## src/rtl/sap_controller.sv

```systemverilog
// SAP-U controller-sequencer: a one-hot T1..T6 ring counter and an opcode decoder that
// together drive the 12-bit datapath control word, including the HLT freeze.
module sap_controller #(
    parameter logic [3:0] LDA_OP = 4'b0000,
    parameter logic [3:0] ADD_OP = 4'b0001,
    parameter logic [3:0] SUB_OP = 4'b0010,
    parameter logic [3:0] OUT_OP = 4'b1110,
    parameter logic [3:0] HLT_OP = 4'b1111
) (
    input  logic        clk,
    input  logic        clr,
    input  logic [3:0]  opcode,
    output logic [11:0] con,
    output logic [5:0]  tstate,
    output logic        halt
);

    typedef enum logic [5:0] {
        T1 = 6'b000001,
        T2 = 6'b000010,
        T3 = 6'b000100,
        T4 = 6'b001000,
        T5 = 6'b010000,
        T6 = 6'b100000
    } tstate_t;

    // Bit order: CP EP LM_n CE_n LI_n EI_n LA_n EA SU EU LB_n LO_n
    localparam logic [11:0] CON_NOP     = 12'h3E3;
    localparam logic [11:0] CON_FETCH1  = 12'h5E3;
    localparam logic [11:0] CON_FETCH2  = 12'hBE3;
    localparam logic [11:0] CON_FETCH3  = 12'h263;
    localparam logic [11:0] CON_MAR_IR  = 12'h1A3;
    localparam logic [11:0] CON_RAM_A   = 12'h2C3;
    localparam logic [11:0] CON_RAM_B   = 12'h2E1;
    localparam logic [11:0] CON_ADD_A   = 12'h3C7;
    localparam logic [11:0] CON_SUB_A   = 12'h3CF;
    localparam logic [11:0] CON_A_OUT   = 12'h3F2;

    tstate_t     state_r;
    tstate_t     state_next_s;
    logic        halted_r;
    logic        halted_next_s;
    logic [11:0] con_s;

    // State and halted-flag registers with synchronous clear.
    always_ff @(posedge clk) begin
        if (clr) begin
            state_r  <= T1;
            halted_r <= 1'b0;
        end else begin
            state_r  <= state_next_s;
            halted_r <= halted_next_s;
        end
    end

    // Ring advance; HLT parks the ring at T4 and latches the halted flag.
    always_comb begin
        state_next_s  = T1;
        halted_next_s = halted_r;
        if (halted_r) begin
            state_next_s = state_r;
        end else begin
            case (state_r)
                T1:      state_next_s = T2;
                T2:      state_next_s = T3;
                T3:      state_next_s = T4;
                T4: begin
                    if (opcode == HLT_OP) begin
                        state_next_s  = T4;
                        halted_next_s = 1'b1;
                    end else begin
                        state_next_s = T5;
                    end
                end
                T5:      state_next_s = T6;
                T6:      state_next_s = T1;
                default: state_next_s = T1;
            endcase
        end
    end

    // Control word decode; every path not listed leaves the bus idle.
    always_comb begin
        con_s = CON_NOP;
        if (clr || halted_r) begin
            con_s = CON_NOP;
        end else begin
            case (state_r)
                T1: con_s = CON_FETCH1;
                T2: con_s = CON_FETCH2;
                T3: con_s = CON_FETCH3;
                T4: begin
                    case (opcode)
                        LDA_OP, ADD_OP, SUB_OP: con_s = CON_MAR_IR;
                        OUT_OP:                 con_s = CON_A_OUT;
                        default:                con_s = CON_NOP;
                    endcase
                end
                T5: begin
                    case (opcode)
                        LDA_OP:         con_s = CON_RAM_A;
                        ADD_OP, SUB_OP: con_s = CON_RAM_B;
                        default:        con_s = CON_NOP;
                    endcase
                end
                T6: begin
                    case (opcode)
                        ADD_OP:  con_s = CON_ADD_A;
                        SUB_OP:  con_s = CON_SUB_A;
                        default: con_s = CON_NOP;
                    endcase
                end
                default: con_s = CON_NOP;
            endcase
        end
    end

    assign con    = con_s;
    assign tstate = state_r;
    assign halt   = halted_r & ~clr;

endmodule
```

## config.mk

```make
export PLATFORM = sky130hd
export DESIGN_NAME = sap_controller
export DESIGN_NICKNAME = d
export VERILOG_FILES = /design/src/rtl/sap_controller.sv
export SDC_FILE = /design/constraint.sdc
export NUM_CORES = 1
export LEC_CHECK = 0
export CAP_MARGIN = 20
export CORE_MARGIN = 2
export CORE_UTILIZATION = 39
export DETAILED_ROUTE_END_ITERATION = 6
export PLACE_DENSITY = 0.74
export RECOVER_POWER = 50
export SLEW_MARGIN = 25
export SYNTH_ARGS = -nofsm -noshare
export SYNTH_HDL_FRONTEND = slang
export SYNTH_SLANG_ARGS = --single-unit
```

## constraint.sdc

```tcl
create_clock -name clk -period 1.5 [get_ports clk]
set_clock_uncertainty 0.1 [all_clocks]
set_input_delay 0.3 -clock clk [delete_from_list [all_inputs] [get_ports clk]]
set_output_delay 0.3 -clock clk [all_outputs]
set_load 0.05 [all_outputs]
```

==> metrics.md, run 1 <==
| Metric | Value |
|---|---|
| Synth Warn # | 0 |
| DPL Wire Length | 1940 µm |
| Synth Area per Inst | 8.18 µm² |
| Netlist cell types | 44 |
| Std-Cell Rows | 15 |
| Most common cell in the synthesized netlist | nor2_1 |
| RD Place Congestion | 0.836 |
| CTS sink count | 7 |
| Clock root buffer | clkbuf_4 |
| Area leader, netlist | dfxtp_1 |
| Initial Util | 41.2% |
| Post-synth top area share | 19.9% |
| Die H | 46.5 µm |
| Synth cell count leaders | nor2_1 (11), dfxtp_1 (7), nand2_1 (5), nand2b_1 (5) |
| Port bufs | 24 |
| Placed cells | 163 |
| Error Message | [ERROR DPL-0038] Utilization greater than 100%, impossible to legalize |
| Post-Syn Area | 703 µm² |
| WEP type | output port |
| Fail Step | global routing (5_1_grt) |
| DP Area | 1470 µm² |
| Fraction of registers with async set/reset | 0% |
| Post-synth EDFFs | 0 |
| Mapped Cells | 86 |
| Syn_nets | 92 |
| Dominant synthesized flop cell | dfxtp_1 |
| Largest net degree at the start of global routing | 10 |
| Status | aborted with a tool error |
| Num CTS Buffers | 3 |
| #FFs+latches synth | 7 |
| Ports | 25 |
| Die W | 46.5 µm |
| Hold_buf cts | 0 |
| Htree depth | 1 |
| GRT worst endpoint | con[8] |
| Synth area leaders | dfxtp_1 (20%), buf_6 (6.4%), nor2_1 (5.9%) |
| CTS max path bufs | 2 |
| Sequential cell area fraction in the yosys report | 19.9% |
through the flow:
stage / util (%) / hold slack, ns / setup slack (ns)
2_1_floorplan: - / 0.481 / -0.663
3_3_place_gp: 86.0 / 0.500 / -0.626
3_5_place_dp: 86.0 / 0.502 / -0.685
4_1_cts: 93.8 / 0.492 / -0.598
cell families after synthesis:
group,Yosys count,synth area share (%)
XOR/XNOR,2,2.49
buffers and inverters,10,10.1
flip-flops,7,19.9
AND/OR/NAND/NOR,52,51.2
AO/OA/AOI/OAI,15,16.2
what timing repair did:
action / in CTS
pin swaps: 8
buffers inserted: 5
endpoints found under the setup margin: 13
gates resized for setup: 25
hold endpoints to repair: 0
==> run 2, diff against run 1 <==
--- a/config.mk
+++ b/config.mk
@@ -6,10 +6,10 @@
 export NUM_CORES = 1
 export LEC_CHECK = 0
 export CAP_MARGIN = 20
-export CORE_MARGIN = 2
-export CORE_UTILIZATION = 39
+export CORE_AREA = 2 2 63 65
 export DETAILED_ROUTE_END_ITERATION = 6
-export PLACE_DENSITY = 0.74
+export DIE_AREA = 0 0 65 67
+export PLACE_DENSITY_LB_ADDON = 0.15
 export RECOVER_POWER = 50
 export SLEW_MARGIN = 25
 export SYNTH_ARGS = -nofsm -noshare
==> constraint.sdc (replaced) <==
create_clock -name clk -period 2 [get_ports clk]
set_clock_uncertainty 0.1 [all_clocks]
set_input_delay 0.4 -clock clk [delete_from_list [all_inputs] [get_ports clk]]
set_output_delay 0.4 -clock clk [all_outputs]
set_load 0.05 [all_outputs]
==> run 2 against run 1 <==
  * The flow now finishes, with violations (negative setup slack)
  * Synthesized cell count stayed put
  * Area after synthesis stayed put
==> metrics.md, run 2 <==
| Metric | Value |
|---|---|
| Die footprint | 4360 µm² |
| Lkg Pwr | 0.478 nW |
| Hold path startpoint | tstate[5]$_SDFFE_PP0N_ |
| Layout area overhead | 81.7% |
| Post-synth top area share | 19.9% |
| Setup CP Type | flip-flop to primary output |
| Detailed-route vias per instance | 4.49 |
| Largest net degree at the start of global routing | 13 |
| Final min period | 2.12 ns |
| Port bufs | 24 |
| PwrDens | 556 nW/µm² |
| FF-to-FF setup slack | 0.42 ns |
| Num CTS Buffers | 3 |
| CTS clk-pin slew, worst paths | 0.04 ns |
| Slowest stage delay, CP | 0.57 ns |
| Commonest non-fill, non-tap cell in the layout | buf_4 |
| Mapped Cells | 86 |
| Synth area leaders | dfxtp_1 (20%), buf_6 (6.4%), nor2_1 (5.9%) |
| Violated checks | negative setup slack |
| Max-Cap Viols | 0 |
| Syn_nets | 92 |
| DR pass1 iterations | 4 |
| Worst Path Max Fanout | 4 |
| Via Count | 800 |
| Commonest non-fill, non-tap cells in the layout | buf_4 (29), nor2_1 (8), dfxtp_4 (7), buf_12 (7), clkbuf_1 (6) |
| Part of the cycle the worst path needs | 106% |
| RD Place Congestion | 0.809 |
| CTS max path bufs | 2 |
| Initial Util | 19.5% |
| Fillers | 370 |
| Htree depth | 1 |
| Worst hold path cell count | 2 |
| CTS tree | yes |
| Final setup fails | 8 |
| Min setup slack post-route | -0.125 ns |
| Netlist cell types | 44 |
| Synth Warn # | 0 |
| GRT Resource Usage Total | 11.5% |
| Die W | 65 µm |
| Most common cell in the synthesized netlist | nor2_1 |
| Synth cell count leaders | nor2_1 (11), dfxtp_1 (7), nand2_1 (5), nand2b_1 (5) |
| #FFs+latches synth | 7 |
| Final core utilization | 35.4% |
| Critical Path, Cell by Cell | or4_4 -> nor3_4 -> o211ai_1 -> buf_4 |
| Fraction of final layout cells sized beyond drive strength 1 | 56.9% |
| CTS sink count | 7 |
| FMAX | 0.471 GHz |
| Sequential cell area fraction in the yosys report | 19.9% |
| Worst-case reg-to-reg path depth | 4 |
| Initial DRC count | 11 |
| Final antenna-violating net count | 0 |
| Area leader, netlist | dfxtp_1 |
| Critical path startpoint category | flip-flop |
| Slew HR | 60.5% |
| First-pass GRT wire length | 3730 µm |
| # DRC | 0 |
| Grt ovf | 0 |
| Hold_buf cts | 0 |
| Hold WC Path Type | flip-flop to flip-flop |
| Worst hold endpoint | tstate[5]$_SDFFE_PP0N_ |
| Status | complete, but fails checks |
| Crit. End Element | primary output |
| Clock root buffer | clkbuf_8 |
| Crit path arrival time | 1.62 ns |
| Die H | 67 µm |
| Post-Syn Area | 703 µm² |
| Required @ worst endpoint | 1.50 ns |
| Pins over their slew limit | 0 |
| Synth Area per Inst | 8.18 µm² |
| Slowest cell on crit path | or4_4 |
| IR drop worst, VDD | 0.000282 V |
| Crit Reg-Reg Endpoint | tstate[3]$_SDFFE_PP0N_ |
| Routed WL | 2170 µm |
| Dpl ws | -0.450 ns |
| Final #Nets | 137 |
| RSZ-0062 raised after global routing | yes |
| Antenna violations before repair | 0 |
| Dominant synthesized flop cell | dfxtp_1 |
| Fraction of registers with async set/reset | 0% |
| Worst-Skew Late Latency | 0.23 ns |
| Final Hold Vio Count | 0 |
| Ports | 25 |
| Largest register FFs | 6 |
| Core Area | 3610 µm² |
| ANT cells | 0 |
| Vias in the first global route | 811 |
| DPL Wire Length | 1740 µm |
| WL per Instance | 12.2 µm |
| R2r startpoint | tstate[1]$_SDFFE_PP0N_ |
| Std-Cell Rows | 22 |
| Worst-Margin Slew | 0.594 ns |
| Post-synth EDFFs | 0 |
[run 2: cell counts after synthesis]
Identical to the previous run, type by type.
[run 2: power breakdown]
| group | internal [mW] | total, mW | switching [mW] |
|---|---|---|---|
| registers | 0.152 | 0.199 | 0.0467 |
| clock network | 0.138 | 0.203 | 0.0650 |
| logic | 0.135 | 0.308 | 0.173 |
[run 2: critical path, delay by kind of cell (launching register included)]
| kind | cells | cell delay [ns] |
|---|---|---|
| flops | 1 | 0.34 |
| simple gates | 2 | 0.72 |
| compound gates | 1 | 0.13 |
| buf+inv | 1 | 0.21 |
[run 2: layout make-up]
class                   instances  area, µm²  area share (%)
multi-input cells              69        558            43.7
repair buffers                 48        440            34.5
inverters                       2       7.51           0.588
well taps                      48       60.1            4.70
clock buffers                   4       45.0            3.53
flip-flops and latches          7        166            13.0
[run 2: logic make-up (layout without fill, tap and decap cells)]
| logic type | count (synthesis) | in the layout | share of synthesized area, % |
|---|---|---|---|
| buffers and inverters | 10 | 54 | 10.1 |
| AOI/OAI and AO/OA | 15 | 15 | 16.2 |
| xor gates and xnor gates | 2 | 2 | 2.49 |
| and+or+nand+nor | 52 | 52 | 51.2 |
| DFF | 7 | 7 | 19.9 |
[run 2: per-layer routing]
layer	up-vias	wire (µm)	GRT usage (%)
met5	-	0	0
met4	0	42	5.59
met3	5	73	3.72
met2	12	1100	19.5
met1	373	954	13.0
li1	410	-	-
[run 2: worst max-delay path by stage]
stage	from	endpoint	slack (ns)	cells past startpoint
after global routing	tstate[3]$_SDFFE_PP0N_	con[8]	-0.18	4
after global placement	clr	con[0]	-0.42	5
after CTS	tstate[3]$_SDFFE_PP0N_	con[5]	-0.14	4
after detailed placement	clr	con[0]	-0.45	5
after floorplan	tstate[2]$_SDFFE_PP0N_	con[5]	-0.26	4
final	tstate[3]$_SDFFE_PP0N_	con[5]	-0.12	4
[run 2: through the flow]
stage | cells | total power, mW | setup TNS [ns] | cell area (µm²) | hold WS (ns)
CTS | 178 | 0.738 | -0.659 | 1310 | 0.468
detailed placement | 172 | 0.525 | -3.83 | 1210 | 0.463
finish | 178 | 0.711 | -0.526 | 1280 | 0.462
floorplan | 86 | 0.394 | -0.498 | 783 | 0.539
global route | 178 | 0.755 | -1.08 | 1280 | 0.489
global placement | 172 | 0.527 | -3.71 | 1210 | 0.455
[run 2: what timing repair did]
| action | in CTS | in global routing |
|---|---|---|
| setup buffers | 2 | 0 |
| cloned | 0 | 0 |
| gates resized for setup | 25 | 3 |
| pin swaps | 5 | 2 |
| setup endpoints to repair | 12 | 9 |
No activity file was read; power rests on OpenSTA's default activity.
==> run 3, diff against run 2 <==
--- a/config.mk
+++ b/config.mk
@@ -11,6 +11,7 @@
 export DIE_AREA = 0 0 65 67
 export PLACE_DENSITY_LB_ADDON = 0.15
 export RECOVER_POWER = 50
+export REMOVE_ABC_BUFFERS = 1
 export SLEW_MARGIN = 25
 export SYNTH_ARGS = -nofsm -noshare
 export SYNTH_HDL_FRONTEND = slang
==> run 3 against run 2 <==
  * The run still ends with negative setup slack left
  * Critical path depth stayed put
  * Global-route usage is 0.59 points higher
  * Register-to-register slack better by 0.08 ns
  * Largest power group unchanged
  * Die area stayed put
  * Clock power is 3% lower
  * Wire length is 12% higher
  * Core utilization is 5.3 points higher
  * Via count is 4.0% higher
  * Worst hold slack worse by 0.046 ns
  * Total power is 13% higher
==> metrics.md, run 3 (synthesized netlist as in run 2, its figures left out) <==
| Metric | Value |
|---|---|
| Status | complete, but fails checks |
| Violated checks | negative setup slack |
| Final Hold Vio Count | 0 |
| Grt ovf | 0 |
| Hold_buf cts | 0 |
| R2r startpoint | tstate[4]$_SDFFE_PP0N_ |
| Commonest non-fill, non-tap cell in the layout | buf_4 |
| Crit Reg-Reg Endpoint | tstate[3]$_SDFFE_PP0N_ |
| Final min period | 2.08 ns |
| Initial Util | 19.5% |
| FF-to-FF setup slack | 0.50 ns |
| Crit path arrival time | 1.58 ns |
| ANT cells | 0 |
| Max-Cap Viols | 0 |
| Core Area | 3610 µm² |
| WL per Instance | 12.9 µm |
| DP Area | 1220 µm² |
| Placed cells | 175 |
| Initial DRC count | 19 |
| Min setup slack post-route | -0.0790 ns |
| Vias in the first global route | 885 |
| Worst-Margin Slew | 0.599 ns |
| CTS sink count | 7 |
| Multi-input gate area | 589 µm² |
| Htree depth | 1 |
| Register area | 161 µm² |
| RSZ-0062 raised after global routing | yes |
| Pins over their slew limit | 0 |
| Final antenna-violating net count | 0 |
| Largest register FFs | 6 |
| Worst setup endpoint | con[5] |
| Setup CP Type | flip-flop to primary output |
| Num CTS Buffers | 3 |
| CTS clk-pin slew, worst paths | 0.04 ns |
| Port bufs | 24 |
| Worst-case reg-to-reg path depth | 5 |
| Critical path startpoint category | flip-flop |
| Final Cell Area | 1470 µm² |
| Fin cells | 189 |
| Final setup fails | 8 |
| Clock root buffer | clkbuf_8 |
| CTS tree | yes |
| Crit. End Element | primary output |
| Detailed-route vias per instance | 4.40 |
| PwrDens | 549 nW/µm² |
| Antenna violations before repair | 0 |
| Total power | 806 µW |
| Lkg Pwr | 0.572 nW |
| First-pass GRT wire length | 4080 µm |
| Layout area overhead | 109% |
| Worst Path Max Fanout | 4 |
| Via Count | 832 |
| Hold WC Path Type | flip-flop to flip-flop |
| Part of the cycle the worst path needs | 104% |
| Ports | 25 |
| Fillers | 369 |
| IR drop worst, VDD | 0.000425 V |
| RD Place Congestion | 0.745 |
| Worst hold path cell count | 2 |
| Required @ worst endpoint | 1.50 ns |
| Fraction of final layout cells sized beyond drive strength 1 | 61.7% |
| CP Launch Point | tstate[0]$_SDFFE_PP1N_ |
| Final #Nets | 148 |
| Worst-Skew Late Latency | 0.22 ns |
| Largest net degree at the start of global routing | 11 |
| GRT Resource Usage Total | 12.1% |
| FMAX | 0.481 GHz |
| CTS max path bufs | 2 |
| Std-Cell Rows | 22 |
| Routed WL | 2430 µm |
| Die W | 65 µm |
| Commonest non-fill, non-tap cells in the layout | buf_4 (30), buf_12 (11), nor2_1 (7), buf_6 (6) |
| Die footprint | 4360 µm² |
| # DRC | 0 |
| Die H | 67 µm |
| Slew HR | 60.2% |
| DR pass1 iterations | 4 |
| DPL Wire Length | 1910 µm |
## run 3: cell count changes in the layout (fill, tap and decap cells not counted), moves of 2 or more
cell | previous run | this run
buf_12 | 7 | 11
buf_6 | 2 | 6
nand2b_1 | 5 | 3
nand2b_4 | 0 | 2
dfxtp_2 | 0 | 2
dfxtp_4 | 7 | 5
## run 3: where the power goes
group | switching (mW) | internal [mW]
Combinational | 0.219 | 0.209
Sequential | 0.0275 | 0.154
Clock | 0.0581 | 0.138
## run 3: final cells by class
| class | instances | area share, % |
|---|---|---|
| Timing Repair Buffer | 59 | 41.2 |
| Tap cell | 48 | 4.09 |
| Sequential cell | 7 | 11.0 |
| Inverter | 2 | 0.512 |
| Clock buffer | 4 | 3.07 |
| Multi-Input combinational cell | 69 | 40.2 |
## run 3: how the worst min path moves through the flow
stage	startpoint	end
2_1_floorplan	clr	tstate[3]$_SDFFE_PP0N_
3_3_place_gp	tstate[2]$_SDFFE_PP0N_	tstate[2]$_SDFFE_PP0N_
3_5_place_dp	tstate[2]$_SDFFE_PP0N_	tstate[2]$_SDFFE_PP0N_
4_1_cts	tstate[2]$_SDFFE_PP0N_	tstate[2]$_SDFFE_PP0N_
5_1_grt	tstate[2]$_SDFFE_PP0N_	tstate[2]$_SDFFE_PP0N_
6_report	tstate[2]$_SDFFE_PP0N_	tstate[2]$_SDFFE_PP0N_
## run 3: metal layers
metal / vias to the layer above / wire (µm) / GRT usage [%]
met5: - / 0 / 0
met4: 0 / 27 / 5.59
met3: 2 / 95 / 1.35
met2: 20 / 1140 / 20.4
met1: 387 / 1170 / 15.3
li1: 423 / - / -
## run 3: repair_timing
action	4_1_cts	5_1_grt
setup endpoints to repair	13	10
resized for setup	40	14
pin swaps	15	9
setup buffers	8	2
## run 3: critical path, cell delays in order, from the launching register on
cell      delay [ns]
dfxtp_4         0.34
or4_4           0.55
nor3_4          0.15
o211ai_1        0.11
buf_4           0.20
## run 3: stage by stage
step | setup TNS [ns] | setup WS [ns] | utilization [%] | hold slack [ns]
final | -0.317 | -0.0790 | 40.7 | 0.416
after global routing | -1.02 | -0.163 | 40.7 | 0.454
after CTS | -0.605 | -0.158 | 39.5 | 0.416
after detailed placement | -3.30 | -0.424 | 33.8 | 0.429
after global placement | -3.04 | -0.349 | 33.8 | 0.424
after floorplan | -3.61 | -1.18 | - | 0.366
